<file path="src/rtl/seg7_ascii_scan.sv">
`default_nettype none
// +----------------------------------------------------------------------------+
// | Module      : seg7_ascii_scan                                              |
// | Description : Time-multiplexed ASCII 7-segment driver with character      |
// |               buffer, internal decode and inter-digit dead-time.           |
// |               Optional macro SEG7_SCROLL_EN adds frame-paced scrolling.    |
// | Revision    : 1.0 - initial release                                        |
// +----------------------------------------------------------------------------+
module seg7_ascii_scan #(
  parameter int NUM_DIGITS    = 4,
  parameter int SCAN_DIV      = 50000,
  parameter int DEAD_CYC      = 2,
  parameter int SCROLL_FRAMES = 64
) (
  input  logic                          clk,
  input  logic                          rst,
  input  logic                          wr_en,
  input  logic [$clog2(NUM_DIGITS)-1:0] wr_addr,
  input  logic [7:0]                    wr_char,
  input  logic                          blank,
`ifdef SEG7_SCROLL_EN
  input  logic                          scroll_en,
`endif
  output logic [6:0]                    seg,
  output logic [NUM_DIGITS-1:0]         an,
  output logic                          frame_end
);

  localparam int c_aw = $clog2(NUM_DIGITS);
  localparam int c_cw = $clog2(SCAN_DIV);
  localparam logic [c_aw:0]   c_nd    = (c_aw+1)'(NUM_DIGITS);
  localparam logic [c_aw-1:0] c_dlast = c_aw'(NUM_DIGITS-1);
  localparam logic [c_cw-1:0] c_clast = c_cw'(SCAN_DIV-1);
  localparam logic [c_cw-1:0] c_dead  = c_cw'(DEAD_CYC);

  typedef enum logic [0:0] {
    ST_DEAD = 1'b0,
    ST_ON   = 1'b1
  } state_t;

  localparam state_t c_st_rst = (DEAD_CYC > 0) ? ST_DEAD : ST_ON;

  logic [7:0]            r_buf [NUM_DIGITS];
  logic [c_cw-1:0]       r_cnt;
  logic [c_aw-1:0]       r_dig;
  state_t                r_state;
  logic [6:0]            r_seg;
  logic [NUM_DIGITS-1:0] r_an;
  logic                  r_fe;

  logic                  w_wrap;
  logic                  w_wr_ok;
  logic [c_cw-1:0]       w_cnt_nxt;
  logic [c_aw-1:0]       w_dig_nxt;
  state_t                w_state_nxt;
  logic [c_aw-1:0]       w_sel;
  logic [6:0]            w_seg;
  logic [NUM_DIGITS-1:0] w_onehot;

  // Lowercase folds to uppercase; anything without a glyph is blank.
  function automatic logic [6:0] f_decode(input logic [7:0] c);
    logic [7:0] u;
    u = ((c >= 8'h61) && (c <= 8'h7A)) ? (c - 8'h20) : c;
    case (u)
      8'h30:   f_decode = 7'b0000001;
      8'h31:   f_decode = 7'b1001111;
      8'h32:   f_decode = 7'b0010010;
      8'h33:   f_decode = 7'b0000110;
      8'h34:   f_decode = 7'b1001100;
      8'h35:   f_decode = 7'b0100100;
      8'h36:   f_decode = 7'b0100000;
      8'h37:   f_decode = 7'b0001111;
      8'h38:   f_decode = 7'b0000000;
      8'h39:   f_decode = 7'b0000100;
      8'h41:   f_decode = 7'b0001000;
      8'h42:   f_decode = 7'b1100000;
      8'h43:   f_decode = 7'b0110001;
      8'h45:   f_decode = 7'b0110000;
      8'h46:   f_decode = 7'b0111000;
      8'h47:   f_decode = 7'b0100001;
      8'h48:   f_decode = 7'b1001000;
      8'h4C:   f_decode = 7'b1110001;
      8'h50:   f_decode = 7'b0011000;
      8'h52:   f_decode = 7'b1111010;
      8'h55:   f_decode = 7'b1000001;
      8'h2D:   f_decode = 7'b1111110;
      default: f_decode = 7'b1111111;
    endcase
  endfunction

  assign w_wrap      = (r_cnt == c_clast);
  assign w_cnt_nxt   = w_wrap ? '0 : (r_cnt + 1'b1);
  assign w_state_nxt = (w_cnt_nxt < c_dead) ? ST_DEAD : ST_ON;
  assign w_wr_ok     = wr_en && ({1'b0, wr_addr} < c_nd);
  assign w_onehot    = {{(NUM_DIGITS-1){1'b0}}, 1'b1} << r_dig;

  always_comb begin
    w_dig_nxt = r_dig;
    if (w_wrap) begin
      w_dig_nxt = (r_dig == c_dlast) ? '0 : (r_dig + 1'b1);
    end
  end

`ifdef SEG7_SCROLL_EN
  localparam int c_fw = $clog2(SCROLL_FRAMES + 1);
  localparam logic [c_fw-1:0] c_flast = c_fw'(SCROLL_FRAMES-1);

  logic [c_aw-1:0] r_ofs;
  logic [c_fw-1:0] r_fcnt;
  logic [c_aw:0]   w_sum;

  assign w_sum = {1'b0, r_dig} + {1'b0, r_ofs};
  assign w_sel = (w_sum >= c_nd) ? c_aw'(w_sum - c_nd) : c_aw'(w_sum);

  // Offset steps on the frame_end pulse itself, so a full frame is shown per offset.
  always_ff @(posedge clk) begin
    if (rst) begin
      r_ofs  <= '0;
      r_fcnt <= '0;
    end else if (scroll_en && r_fe) begin
      if (r_fcnt == c_flast) begin
        r_fcnt <= '0;
        r_ofs  <= (r_ofs == c_dlast) ? '0 : (r_ofs + 1'b1);
      end else begin
        r_fcnt <= r_fcnt + 1'b1;
      end
    end
  end
`else
  assign w_sel = r_dig;
`endif

  assign w_seg = f_decode(r_buf[w_sel]);

  always_ff @(posedge clk) begin
    if (rst) begin
      for (int i = 0; i < NUM_DIGITS; i++) begin
        r_buf[i] <= 8'h20;
      end
    end else if (w_wr_ok) begin
      r_buf[wr_addr] <= wr_char;
    end
  end

  // Outputs register the phase of the current (digit, count) pair.
  always_ff @(posedge clk) begin
    if (rst) begin
      r_cnt   <= '0;
      r_dig   <= '0;
      r_state <= c_st_rst;
      r_seg   <= 7'h7F;
      r_an    <= '1;
      r_fe    <= 1'b0;
    end else begin
      r_cnt   <= w_cnt_nxt;
      r_dig   <= w_dig_nxt;
      r_state <= w_state_nxt;
      r_fe    <= (w_dig_nxt == c_dlast) && (w_cnt_nxt == c_clast);
      case (r_state)
        ST_ON: begin
          r_seg <= w_seg;
          r_an  <= blank ? '1 : ~w_onehot;
        end
        default: begin
          r_seg <= 7'h7F;
          r_an  <= '1;
        end
      endcase
    end
  end

  assign seg       = r_seg;
  assign an        = r_an;
  assign frame_end = r_fe;

endmodule
`default_nettype wire
</file>
<file path="config.mk">
export PLATFORM = sky130hd
export DESIGN_NAME = seg7_ascii_scan
export DESIGN_NICKNAME = d
export VERILOG_FILES = /design/src/rtl/seg7_ascii_scan.sv
export SDC_FILE = /design/constraint.sdc
export NUM_CORES = 1
export LEC_CHECK = 0
export CAP_MARGIN = 20
export CORE_ASPECT_RATIO = 1.2
export CORE_UTILIZATION = 52
export DETAILED_ROUTE_END_ITERATION = 6
export PLACE_DENSITY_LB_ADDON = 0.15
export SETUP_SLACK_MARGIN = 0.02
export SLEW_MARGIN = 15
export SYNTH_ARGS = -nofsm -noshare
export SYNTH_HDL_FRONTEND = slang
export SYNTH_SLANG_ARGS = --single-unit
</file>
<file path="constraint.sdc">
create_clock -name clk -period 2.33 [get_ports clk]
set_input_delay 0.466 -clock clk [delete_from_list [all_inputs] [get_ports clk]]
set_output_delay 0.466 -clock clk [all_outputs]
set_load 0.05 [all_outputs]
</file>
==> impl_metrics.py <==
metrics = {
    "run_status": {
        "status": "finished clean",
    },
    "clocking": {
        "clock-sinks": 63,
        "cts_tree": "yes",
        "postCtsHoldBufs": 0,
        "cts_buffers": 9,
        "path_clk_slew_ps": 60,
        "clock_latency_ps": 330,
        "cts-root-buf": "clkbuf_8",
        "ctsHtreeMaxLevel": 3,
        "cts.path.max_buffers": 2,
    },
    "hold_path": {
        "hold_start": "r_cnt[0]",
        "worst_hold_path_type": "reg -> reg",
    },
    "logic_synthesis": {
        "synth_area_mm2": 0.00330,
        "synthDistinctLibCells": 58,
        "avgSynthCellArea_um2": 10.4,
        "synth_edf_count": 32,
        "async_flop_share": 0,
        "yosys_warnings": 0,
        "ys_ff_latch": 63,
        "yosysSeqAreaShare": 0.479,
        "syn_inst": 318,
        "synth_flop_cell": "edfxtp_1",
        "syn-num-nets": 338,
    },
    "timing": {
        "fin_crit_sh": 0.991,
        "setup_viol": 0,
        "max_freq_mhz": 433,
        "period_minus_slack_ps": 2310,
        "finalHoldViolations": 0,
        "setup_ws_ps": 19.9,
        "tightest_slew_ps": 509,
        "skew_ps": 8.60,
        "rsz0062_at_grt": "yes",
        "slew_viol_final": 0,
        "slew_headroom": 0.659,
    },
    "setup_path": {
        "worst_setup_path_end_kind": "register",
        "path_max_fanout": 6,
        "worstReg2RegStart": "r_dig[0]",
        "crit_start": "r_dig[0]",
        "critPathBufInv": 1,
        "critPathTopFamily": "simple AND/OR/NAND/NOR gates",
        "slowest_stage": "mux4_2",
        "cp-start-kind": "register",
        "slowest_delay_ps": 530,
        "critPathKind": "reg -> reg",
        "cp_data_arrival_time_ps": 2520,
        "crit_chain": "mux4_2 -> inv_2 -> ha_4 -> a211oi_2 -> or3_4 -> and2_4 -> a221oi_2 -> o211ai_1",
        "cp.required_ps": 2540,
    },
    "layout": {
        "fillers": 497,
        "layout_common_cells": "buf_4 (34), edfxtp_1 (32), dfxtp_1 (30)",
        "layout-drive-gt1-share": 0.215,
        "layout_commonest_cell": "buf_4",
        "synthToLayoutAreaGrowth_pct": 26.3,
        "fin_cells": 464,
        "layout.nets": 397,
        "antenna_cells": 0,
    },
    "detailed_routing": {
        "via_count": 2595,
        "viasPerCell": 5.59,
        "first_pass_iters": 5,
        "ant_nets": 0,
        "wl_um": 7150,
        "drt_first_iter_violations": 157,
        "wire_per_inst_um": 15.4,
        "route.detailed.drc": 0,
    },
    "floorplanning": {
        "design.portCount": 26,
        "row_count": 31,
        "core_mm2": 0.00609,
        "dieArea_mm2": 0.00667,
        "die_y_um": 89.3,
        "die_w_um": 74.7,
        "initial_core_util": 0.542,
    },
    "power_and_ir_drop": {
        "pwr-share-clk": 0.391,
        "vdd.ir_drop.worst_v": 0.000623,
        "sw_frac_of_total": 0.231,
        "switchingPower_uw": 592,
        "internal-power_uw": 1970,
        "power_density_mw_per_mm2": 615,
        "p_comb_frac": 0.126,
        "p_seq_frac": 0.483,
        "p_leak_uw": 0.00154,
    },
    "placed_design": {
        "dp_slack_ps": -47.4,
        "place.gp.congestion": 0.867,
        "port_buffers": 25,
        "dp_cells": 443,
        "hpwlAfterDp_um": 5030,
    },
    "global_routing": {
        "grt.overflow.total": 0,
        "grt_pass1_vias": 2477,
        "antenna_found_initial": 0,
        "grt_util_all_layers": 0.246,
        "grt_max_degree": 13,
        "grt_pass1_wl_um": 12000,
    },
    "job": {
        "cap_violations": 0,
    },
}
==> worst paths after layout <==
kind                            endpoint  slack (ps)  depth (start not counted)
worst max-delay path              seg[0]          20                          8
worst min-delay path            r_cnt[0]         550                          2
worst min register to register  r_cnt[0]         550                          2
worst max register to register    seg[0]          20                          8
==> worst reg2reg max path, stage by stage, from the launching register on <==
cell	delay (ps)
dfxtp_4	400
mux4_2	540
inv_2	100
ha_4	150
a211oi_2	50
or3_4	420
and2_4	190
a221oi_2	230
o211ai_1	110
==> per-stage QoR <==
| step | area (µm²) | TNS [ps] | total power [µW] | hold slack, ps | util |
|---|---|---|---|---|---|
| detailed placement | 3870 | -181 | 1560 | 547 | 0.635 |
| floorplan | 3320 | -7.53 | 1430 | 453 | - |
| global placement | 3870 | -34.4 | 1550 | 541 | 0.635 |
| finish | 4170 | 0 | 2560 | 554 | 0.685 |
| CTS | 4130 | 0 | 2570 | 557 | 0.679 |
| global route | 4170 | -224 | 2660 | 580 | 0.685 |
==> timing repair <==
item | CTS | global route
gates resized for setup | 7 | 6
pin swaps | 2 | 7
setup endpoints to repair | 7 | 7
cloned | 1 | 0
setup buffers | 2 | 2
==> cell type report <==
class / instances / area [µm²] / share of cell area
Clock inverter: 4 / 70.1 / 0.0168
Sequential cell: 63 / 1590 / 0.380
Tap cell: 82 / 103 / 0.0246
Inverter: 7 / 26.3 / 0.00630
Timing Repair Buffer: 62 / 557 / 0.134
Multi-Input combinational cell: 234 / 1690 / 0.406
Clock buffer: 12 / 135 / 0.0324
==> registers in the layout, summed over array words and instances (netlist names) <==
register / count
an: 4
frame_end: 1
r_buf: 32
r_cnt: 16
r_dig: 2
r_state: 1
seg: 7
==> logic make-up after synthesis <==
kind of cell | count (synthesis) | synth area share
xor gates and xnor gates | 18 | 0.0478
adders and majority gates | 6 | 0.0227
buffers and inverters | 22 | 0.0307
muxes | 9 | 0.0580
and+or+nand+nor | 155 | 0.270
DFF | 63 | 0.479
AOI/OAI and AO/OA | 45 | 0.0921
==> layer usage <==
metal | part of all wire | vias to the layer above | global-route usage
met5 | 0 | - | 0
met4 | 0.029 | 0 | 0.101
met3 | 0.045 | 18 | 0.0631
met2 | 0.48 | 61 | 0.384
met1 | 0.44 | 1230 | 0.324
li1 | - | 1286 | -
==> cell usage after synthesis, types with 2 or more instances <==
cell	n	area, µm²
edfxtp_1	32	961
dfxtp_1	31	621
nor2_1	30	113
and2_1	29	181
nand2_1	16	60.1
nand3_1	12	60.1
o21ai_0	12	60.1
nand2b_1	11	68.8
nor2b_1	9	56.3
xnor2_1	9	78.8
xor2_1	9	78.8
mux4_2	8	180
a21oi_1	7	35.0
clkbuf_1	7	26.3
inv_1	7	26.3
ha_1	6	75.1
and4_1	5	43.8
buf_2	5	25.0
nand4_1	5	31.3
nor3_1	5	25.0
and3_1	4	25.0
o211ai_1	4	30.0
or2_2	4	25.0
or3_1	4	25.0
a31oi_1	3	18.8
nand4b_1	3	26.3
nor3b_1	3	22.5
nor4_1	3	18.8
o21a_1	3	22.5
a21o_1	2	15.0
o2bb2ai_1	2	17.5
or4_1	2	15.0
==> power groups by stage <==
stage / logic, µW / registers (µW) / clock network [µW]
2_1_floorplan: 172 / 1260 / 0
3_3_place_gp: 296 / 1260 / 0
3_5_place_dp: 299 / 1260 / 0
4_1_cts: 310 / 1240 / 1020
5_1_grt: 355 / 1240 / 1070
6_report: 323 / 1240 / 1000
(Power assumes the default switching activity.)
